--- config.mk ---
export PLATFORM = sky130hd
export DESIGN_NAME = chip_select_ctrl
export DESIGN_NICKNAME = d
export VERILOG_FILES = /design/src/rtl/chip_select_ctrl.sv
export SDC_FILE = /design/constraint.sdc
export NUM_CORES = 1
export LEC_CHECK = 0
export CAP_MARGIN = 30
export CORE_MARGIN = 1
export CORE_UTILIZATION = 40
export CTS_CLUSTER_SIZE = 8
export DETAILED_ROUTE_END_ITERATION = 10
export HOLD_SLACK_MARGIN = 0.05
export PLACE_DENSITY = 0.73
export SETUP_SLACK_MARGIN = 0.5
export SLEW_MARGIN = 20
export SYNTH_ARGS = -nofsm -noshare
export SYNTH_HDL_FRONTEND = slang
export SYNTH_SLANG_ARGS = --single-unit
--- constraint.sdc ---
create_clock -name clk -period 3.1 [get_ports clk]
set_clock_uncertainty 0.05 [all_clocks]
set_input_delay 0.31 -clock clk [delete_from_list [all_inputs] [get_ports clk]]
set_output_delay 0.31 -clock clk [all_outputs]
set_load 0.01 [all_outputs]
--- src/rtl/chip_select_ctrl.sv ---
// chip_select_ctrl
//   Decodes a bus address strobe into one of eight active-low chip selects.
//   A programmable number of wait states is inserted before dtack_n is
//   asserted. A cycle to a disabled region answers with berr_n instead.
//
// Ports
//   clk        in   system clock, rising edge
//   rst        in   asynchronous active-high reset
//   as_n       in   address strobe, active-low
//   a[2:0]     in   region select, sampled with as_n
//   en         in   global decode enable
//   region_en  in   per-region enable mask
//   ws_cfg     in   per-region wait states, region i at [i*WS_W +: WS_W]
//   cs_n[7:0]  out  one-hot-low chip selects
//   dtack_n    out  data transfer acknowledge, active-low
//   berr_n     out  bus error, active-low
//   busy       out  high whenever a cycle is in progress
module chip_select_ctrl #(
  parameter int WS_W = 3
) (
  input  logic              clk,
  input  logic              rst,
  input  logic              as_n,
  input  logic [2:0]        a,
  input  logic              en,
  input  logic [7:0]        region_en,
  input  logic [8*WS_W-1:0] ws_cfg,
  output logic [7:0]        cs_n,
  output logic              dtack_n,
  output logic              berr_n,
  output logic              busy
);

  localparam logic [1:0] ST_IDLE = 2'd0;
  localparam logic [1:0] ST_WAIT = 2'd1;
  localparam logic [1:0] ST_ACK  = 2'd2;
  localparam logic [1:0] ST_BERR = 2'd3;

  logic [1:0]      state_q,   state_d;
  logic [2:0]      region_q,  region_d;
  logic [WS_W-1:0] cnt_q,     cnt_d;
  logic            armed_q,   armed_d;
  logic [7:0]      cs_n_q,    cs_n_d;
  logic            dtack_n_q, dtack_n_d;
  logic            berr_n_q,  berr_n_d;
  logic            busy_q,    busy_d;

  always_comb begin
    state_d  = state_q;
    region_d = region_q;
    cnt_d    = cnt_q;
    // armed tracks the previous as_n sample: a new cycle needs a fresh falling strobe
    armed_d  = as_n;

    case (state_q)
      ST_IDLE: begin
        if (en && !as_n && armed_q) begin
          if (region_en[a]) begin
            state_d  = ST_WAIT;
            region_d = a;
            cnt_d    = ws_cfg[int'(a)*WS_W +: WS_W];
          end else begin
            state_d  = ST_BERR;
          end
        end
      end
      ST_WAIT: begin
        // strobe release aborts the cycle before any acknowledge
        if (as_n) begin
          state_d = ST_IDLE;
          cnt_d   = '0;
        end else if (cnt_q == '0) begin
          state_d = ST_ACK;
        end else begin
          cnt_d = cnt_q - 1'b1;
        end
      end
      ST_ACK: begin
        if (as_n) state_d = ST_IDLE;
      end
      ST_BERR: begin
        if (as_n) state_d = ST_IDLE;
      end
      default: state_d = ST_IDLE;
    endcase

    // outputs are registered copies of the decoded next state
    cs_n_d    = '1;
    if (state_d == ST_WAIT || state_d == ST_ACK) cs_n_d = ~(8'd1 << region_d);
    dtack_n_d = (state_d != ST_ACK);
    berr_n_d  = (state_d != ST_BERR);
    busy_d    = (state_d != ST_IDLE);
  end

  always_ff @(posedge clk or posedge rst) begin
    if (rst) begin
      state_q   <= ST_IDLE;
      region_q  <= '0;
      cnt_q     <= '0;
      armed_q   <= 1'b1;
      cs_n_q    <= '1;
      dtack_n_q <= 1'b1;
      berr_n_q  <= 1'b1;
      busy_q    <= 1'b0;
    end else begin
      state_q   <= state_d;
      region_q  <= region_d;
      cnt_q     <= cnt_d;
      armed_q   <= armed_d;
      cs_n_q    <= cs_n_d;
      dtack_n_q <= dtack_n_d;
      berr_n_q  <= berr_n_d;
      busy_q    <= busy_d;
    end
  end

  assign cs_n    = cs_n_q;
  assign dtack_n = dtack_n_q;
  assign berr_n  = berr_n_q;
  assign busy    = busy_q;

endmodule

---- Yosys cells after proc, flatten, opt, wreduce, memory -nomap -nowiden ----
Cells that the tools add are included.
cells by class
  shift-type cells ........................ 2
  bitwise gates (word level) .............. 1
  reductions and logical operators ........ 10
  $lt $le $gt $ge ......................... 1
  add/sub/neg operators ................... 1
  equal/unequal tests ..................... 10
  mux-type cells .......................... 17
  multipliers ............................. 1
operators with widths
  cell                                                        number
  indexed part select 24 x 6 -> 3 bit                         1
  2-to-1 mux 3 bit                                            7
  2-to-1 mux 2 bit                                            5
  2-to-1 mux 8 bit                                            1
  != test 2 bit, second input constant                        4
  inverter 8 bit                                              1
  left shift 1 x 3 -> 8 bit, first input constant             1
  equality test 2 bit, second input constant                  3
  case mux 2 bit (3 select lines)                             1
  case mux 3 bit (2 select lines)                             1
  multiplier 3 x 2 -> 5 bit, second input constant            1
  equality test 2 x 1 -> 1 bit, second input constant         2
  less-than comparator 3 x 4 -> 1 bit, second input constant  1
  AND reduction 4 bit                                         1
  nonzero test 2 bit                                          2
  binary-select mux 1 bit (select 3 bit)                      1
  logical NOT 3 bit                                           1
  != test 3 bit, second input constant                        1
  subtractor 3 x 1 -> 3 bit, second input constant            1
  logical AND 1 bit                                           2
  logical NOT 2 bit                                           1
  OR reduction 2 bit                                          1
  logical NOT 1 bit                                           1
  logical OR 1 bit                                            1
  2-to-1 mux 1 bit                                            1
storage, ports and cells
  register bits after elaboration ......... 20
  output and inout port bits .............. 11
  word-level logic and storage cells ...... 51
  input port bits ......................... 39

---- Depth between registers and ports, before layout ----
  depth in word-level cells ............... 8
  depth in mapped cells ................... 9
  depth with buffers taken out ............ 8

---- Worst setup path before layout ----
Ideal clock, no wire load.
  path kind ............................... input to register
  start point ............................. input port a[0]
  end point ............................... register cs_n_q[4], in the netlist cs_n[4]
  library setup time ...................... 0.100 ns
  data arrival time ....................... 2.184 ns
  cell stages on the path ................. 8
  buffers on the path ..................... 2
  path slack .............................. 0.766 ns
  data required time ...................... 2.950 ns
  cell sequence ........................... buf_6 > mux2_1 > mux4_2 > o22ai_1 > inv_1 > ha_1 > buf_1 > o221ai_1
between the ends
  longest elaborated chain between the ends .. 8
  elaborated cells between the ends (all ways) .. 14
  classes of those cells .................. eq/ne (2); shift (1); mux (9); bitwise (1); reduce/logical (1)
ends and longest elaborated chain
  what                                                                        RTL line  source
  start, declared                                                             24        input logic [2:0] a,
  binary-select mux 1 bit (select 3 bit) (*)                                  58        if (region_en[a]) begin
  2-to-1 mux 1 bit (not written as such) (*)                                  58
  2-to-1 mux 2 bit (*)                                                        58
  2-to-1 mux 2 bit (*)                                                        57        if (en && !as_n && armed_q) begin
  case mux 2 bit (3 select lines) (*)                                         55        case (state_q)
  net state_d[1]                                                              39        logic [1:0] state_q, state_d;
  equality test 2 x 1 -> 1 bit / equality test 2 bit (equally long branches)  89        if (state_d == ST_WAIT || state_d == ST_ACK) cs_n_d = ~(8'd1 << region_d);
  logical OR 1 bit (*)                                                        89
  2-to-1 mux 8 bit (*)                                                        89
  net cs_n_d[4]                                                               43        logic [7:0] cs_n_q, cs_n_d;
  end signal, assigned                                                        110       cs_n_q <= cs_n_d;
  end, declared                                                               43
The timed path passes the listed nets; every way through them passes the cells marked *. The select of a mux whose other input is x is not followed.
A chain may end at the register's enable or synchronous reset.

---- Final worst setup path ----
  start point ............................. input port region_en[7]
  end point ............................... register cs_n_q[1], in the netlist cs_n[1]
between the ends
  longest elaborated chain between the ends .. 8
  elaborated cells between the ends (all ways) .. 14
  classes of those cells .................. eq/ne (2); shift (1); mux (9); bitwise (1); reduce/logical (1)
ends and longest elaborated chain
  what                                                                        RTL line  source
  start, declared                                                             26        input logic [7:0] region_en,
  binary-select mux 1 bit (select 3 bit) (*)                                  58
  2-to-1 mux 1 bit (not written as such) (*)                                  58
  2-to-1 mux 2 bit (*)                                                        58
  2-to-1 mux 2 bit (*)                                                        57
  case mux 2 bit (3 select lines) (*)                                         55
  net state_d[1]                                                              39
  equality test 2 x 1 -> 1 bit / equality test 2 bit (equally long branches)  89
  logical OR 1 bit (*)                                                        89
  2-to-1 mux 8 bit (*)                                                        89
  net cs_n_d[1]                                                               43
Marked as above.

==> key figures <==
Critical path
  – Slowest library cell on the worst path: mux4_2
  – Crit path launch type: input pin
  – Reg2reg start: armed_q
  – Stages on the worst setup path: 7
  – CP Capture Type: flop
  – Crit Path Max Fanout: 8
  – CP bufs+invs: 2
  – RR Endpoint: cs_n[1]
  – Critical Path, Cell by Cell: clkdlybuf4s50_1 > mux2_1 > mux4_2 > o22ai_1 > inv_1 > ha_1 > o2111ai_1
  – Max incr delay on CP: 540 ps
  – WP data required: 3270 ps
  – CP Data Arrival Time: 2470 ps
  – Worst Setup SP: region_en[7]
  – CP endpoint: cs_n[1]
  – Worst setup path class: input pin to flop
  – Path depth of the worst reg2reg path: 6
  – Critical path's top delay family: multiplexers
  – Reg2reg setup slack: 900 ps

STA
  – Setup TNS: 0 ps
  – Max_slew headroom: 51.66%
  – Worst-margin pin slew: 724.4 ps
  – Max Freq: 0.4350 GHz
  – Tmin final: 2299 ps
  – RSZ-0062 raised after global routing: false
  – # setup viols final: 0
  – Fin. max-slew vios: 0
  – Final Hold Vio Count: 0
  – Final period util: 74.15%

CTS
  – Clock Tree Buf Depth: 2
  – Clock sink count: 20
  – Post-CTS Setup Inserts: 0
  – Root buffer selected by CTS: clkbuf_4
  – Clk_lat worst skew: 300 ps
  – Cts bufs inserted: 3
  – Clock-pin slew on the worst setup and hold paths: 120 ps
  – TritonCTS clock tree: built
  – H-tree levels: 1

Routing
  – WL per Instance: 15.21 um
  – Vias per cell: 5.466
  – DR pass1 iterations: 4
  – Vias: 1219
  – DRC: 0
  – ANT nets after route: 0
  – Routed WL: 3.391 mm
  – Initial drt markers: 37

Synth
  – Synth area leaders: dfstp_2 (21%), dfrtp_1 (16%), mux2i_1 (13%)
  – Sequential area share after synthesis: 37.60%
  – Cell Area, Synth: 1368 um^2
  – Syn Inst Count: 125
  – Post-synth top cells: mux2i_1 (18), dfstp_2 (11), dfrtp_1 (9), inv_1 (9), a22oi_1 (7)
  – Synth Area in Compound Gates: 18.02%
  – Synth Area in Simple Gates: 12.44%
  – Post-synth top area share: 21.13%
  – Leading cell type by number of instances after synthesis: mux2i_1
  – Post-Synth Adder-Cell Area: 4.575%
  – EDFF count, synth: 0
  – Async set-reset flop share out of synthesis: 100.0%
  – YS warnings: 0
  – Syn_area_per_cell: 10.94 um^2
  – Post-synthesis mux area share: 21.41%
  – Post-synth cell types: 39
  – Top FF cell, synth: dfstp_2
  – Xor/xnor share of the synthesized area: 0%
  – #FFs+latches synth: 20
  – Synth area leader: dfstp_2
  – Largest family of logic cells by synthesized area: multiplexers
  – Synth Net Count: 169

Layout
  – Fill count: 300
  – Area of the multi-input gates: 772.0 um^2
  – Fraction of layout cells with a size suffix above 1: 16.76%
  – Antenna Cells: 0
  – Nets: 224
  – Area grow syn2layout: 44.28%
  – Register area: 514.2 um^2

Placed design
  – HPWL Detailed: 2.777 mm
  – Placer's final routability congestion estimate: 0.8545
  – Port bufs: 49

Power and ir drop
  – Power, Total: 0.8954 mW
  – Cell Pwr Density: 453.8 nW/um^2
  – Comb power frac: 36.6%
  – Switching power: 0.2749 mW
  – Peak supply drop: 0.4065 mV
  – Clock group share of total power: 23.6%
  – Internal power: 0.6204 mW
  – Sw frac: 30.71%
  – LEAKAGE: 0.8040 nW
  – Seq pwr share: 39.8%

Floorplan
  – Core ar.: 3153 um^2
  – Row count: 20
  – Initial core utilization: 43.37%
  – Die Width: 60.47 um
  – Ports: 50
  – Die ar.: 3657 um^2
  – Die H: 60.47 um

Global route
  – Largest net degree at the start of global routing: 21
  – Global route overflow: 0
  – Vias in the first global route: 1241
  – GRT Util Overall: 20.85%
  – Initial antenna violation count: 0
  – Global-route wire length before repair: 5.692 mm

Run status
  – Status: completed

Flow run
  – Max-Cap Viols: 0

Min path
  – Worst hold path class: input pin to asynchronous set/reset pin
-- per-layer routing --
layer | global-route usage (%) | vias to the layer above | share of wire (%)
met3 | 5.330 | 8 | 3.8
met1 | 24.77 | 588 | 41
met4 | 3.571 | 0 | 1.3
met2 | 38.30 | 38 | 54
met5 | 0 | - | 0
li1 | - | 585 | -
-- state kept, by name (all words and copies together) (netlist names) --
name      cells
dtack_n       1
cs_n          8
region_q      3
cnt_q         3
armed_q       1
berr_n        1
state_q       2
busy          1
-- power by group through the flow --
stage | clock, mW | combinational [mW] | sequential (mW)
2_1_floorplan | 0 | 0.190 | 0.360
3_3_place_gp | 0 | 0.313 | 0.356
3_5_place_dp | 0 | 0.330 | 0.359
4_1_cts | 0.217 | 0.331 | 0.355
5_1_grt | 0.231 | 0.362 | 0.363
6_report | 0.211 | 0.328 | 0.356
-- area by class of cell --
cell class / count / share of cell area [%]
sequential: 20 / 26.06
tap: 44 / 2.790
multi-input combinational: 90 / 39.12
clock inverter: 1 / 1.522
clock buffer: 3 / 1.141
inverter: 9 / 1.712
timing repair buffer: 56 / 27.65
-- worst min-delay path by stage --
stage	endpoint	slack, ps	depth (start not counted)
2_1_floorplan	busy	220	1
3_3_place_gp	cnt_q[1]	480	2
3_5_place_dp	cnt_q[1]	490	2
4_1_cts	busy	390	2
5_1_grt	busy	410	2
6_report	busy	370	2
-- logic make-up (layout without fill, tap and decap cells) --
kind of cell,Yosys count,count (layout)
fa+ha+maj,5,5
mux,26,26
simple gates,26,26
flops,20,20
buf+inv,15,69
compound gates,33,33
-- repair_timing --
item | in CTS | in global routing
hold buffers | 0 | 0
setup endpoints to repair | 0 | 8
gates resized for setup | 0 | 1
-- cell usage in the layout (no fill, tap or decap), types with 3 or more instances in the layout --
cell type and count:
a21oi_1 6, a22oi_1 7, buf_4 7, clkbuf_4 3
clkdlybuf4s50_1 48, dfrtp_1 9, dfstp_2 11, ha_1 5
inv_1 9, mux2_1 6, mux2i_1 18, nand2_1 4
nand2b_1 3, nor2b_1 4, nor3_1 4, o2111ai_1 4
o221ai_1 4
-- per-stage QoR --
stage | utilization [%] | instances | cell area (um^2) | hold WS (ps) | worst slack, ps
finish | 62.58 | 223 | 1973 | 369.3 | 801.3
global placement | 60.83 | 219 | 1918 | 479.3 | 352.7
CTS | 62.50 | 223 | 1971 | 388.0 | 547.7
global route | 62.58 | 223 | 1973 | 408.5 | 739.7
detailed placement | 60.83 | 219 | 1918 | 490.6 | 258.8
floorplan | - | 125 | 1368 | 215.7 | 766.0
No activity file was read; power rests on OpenSTA's default activity.
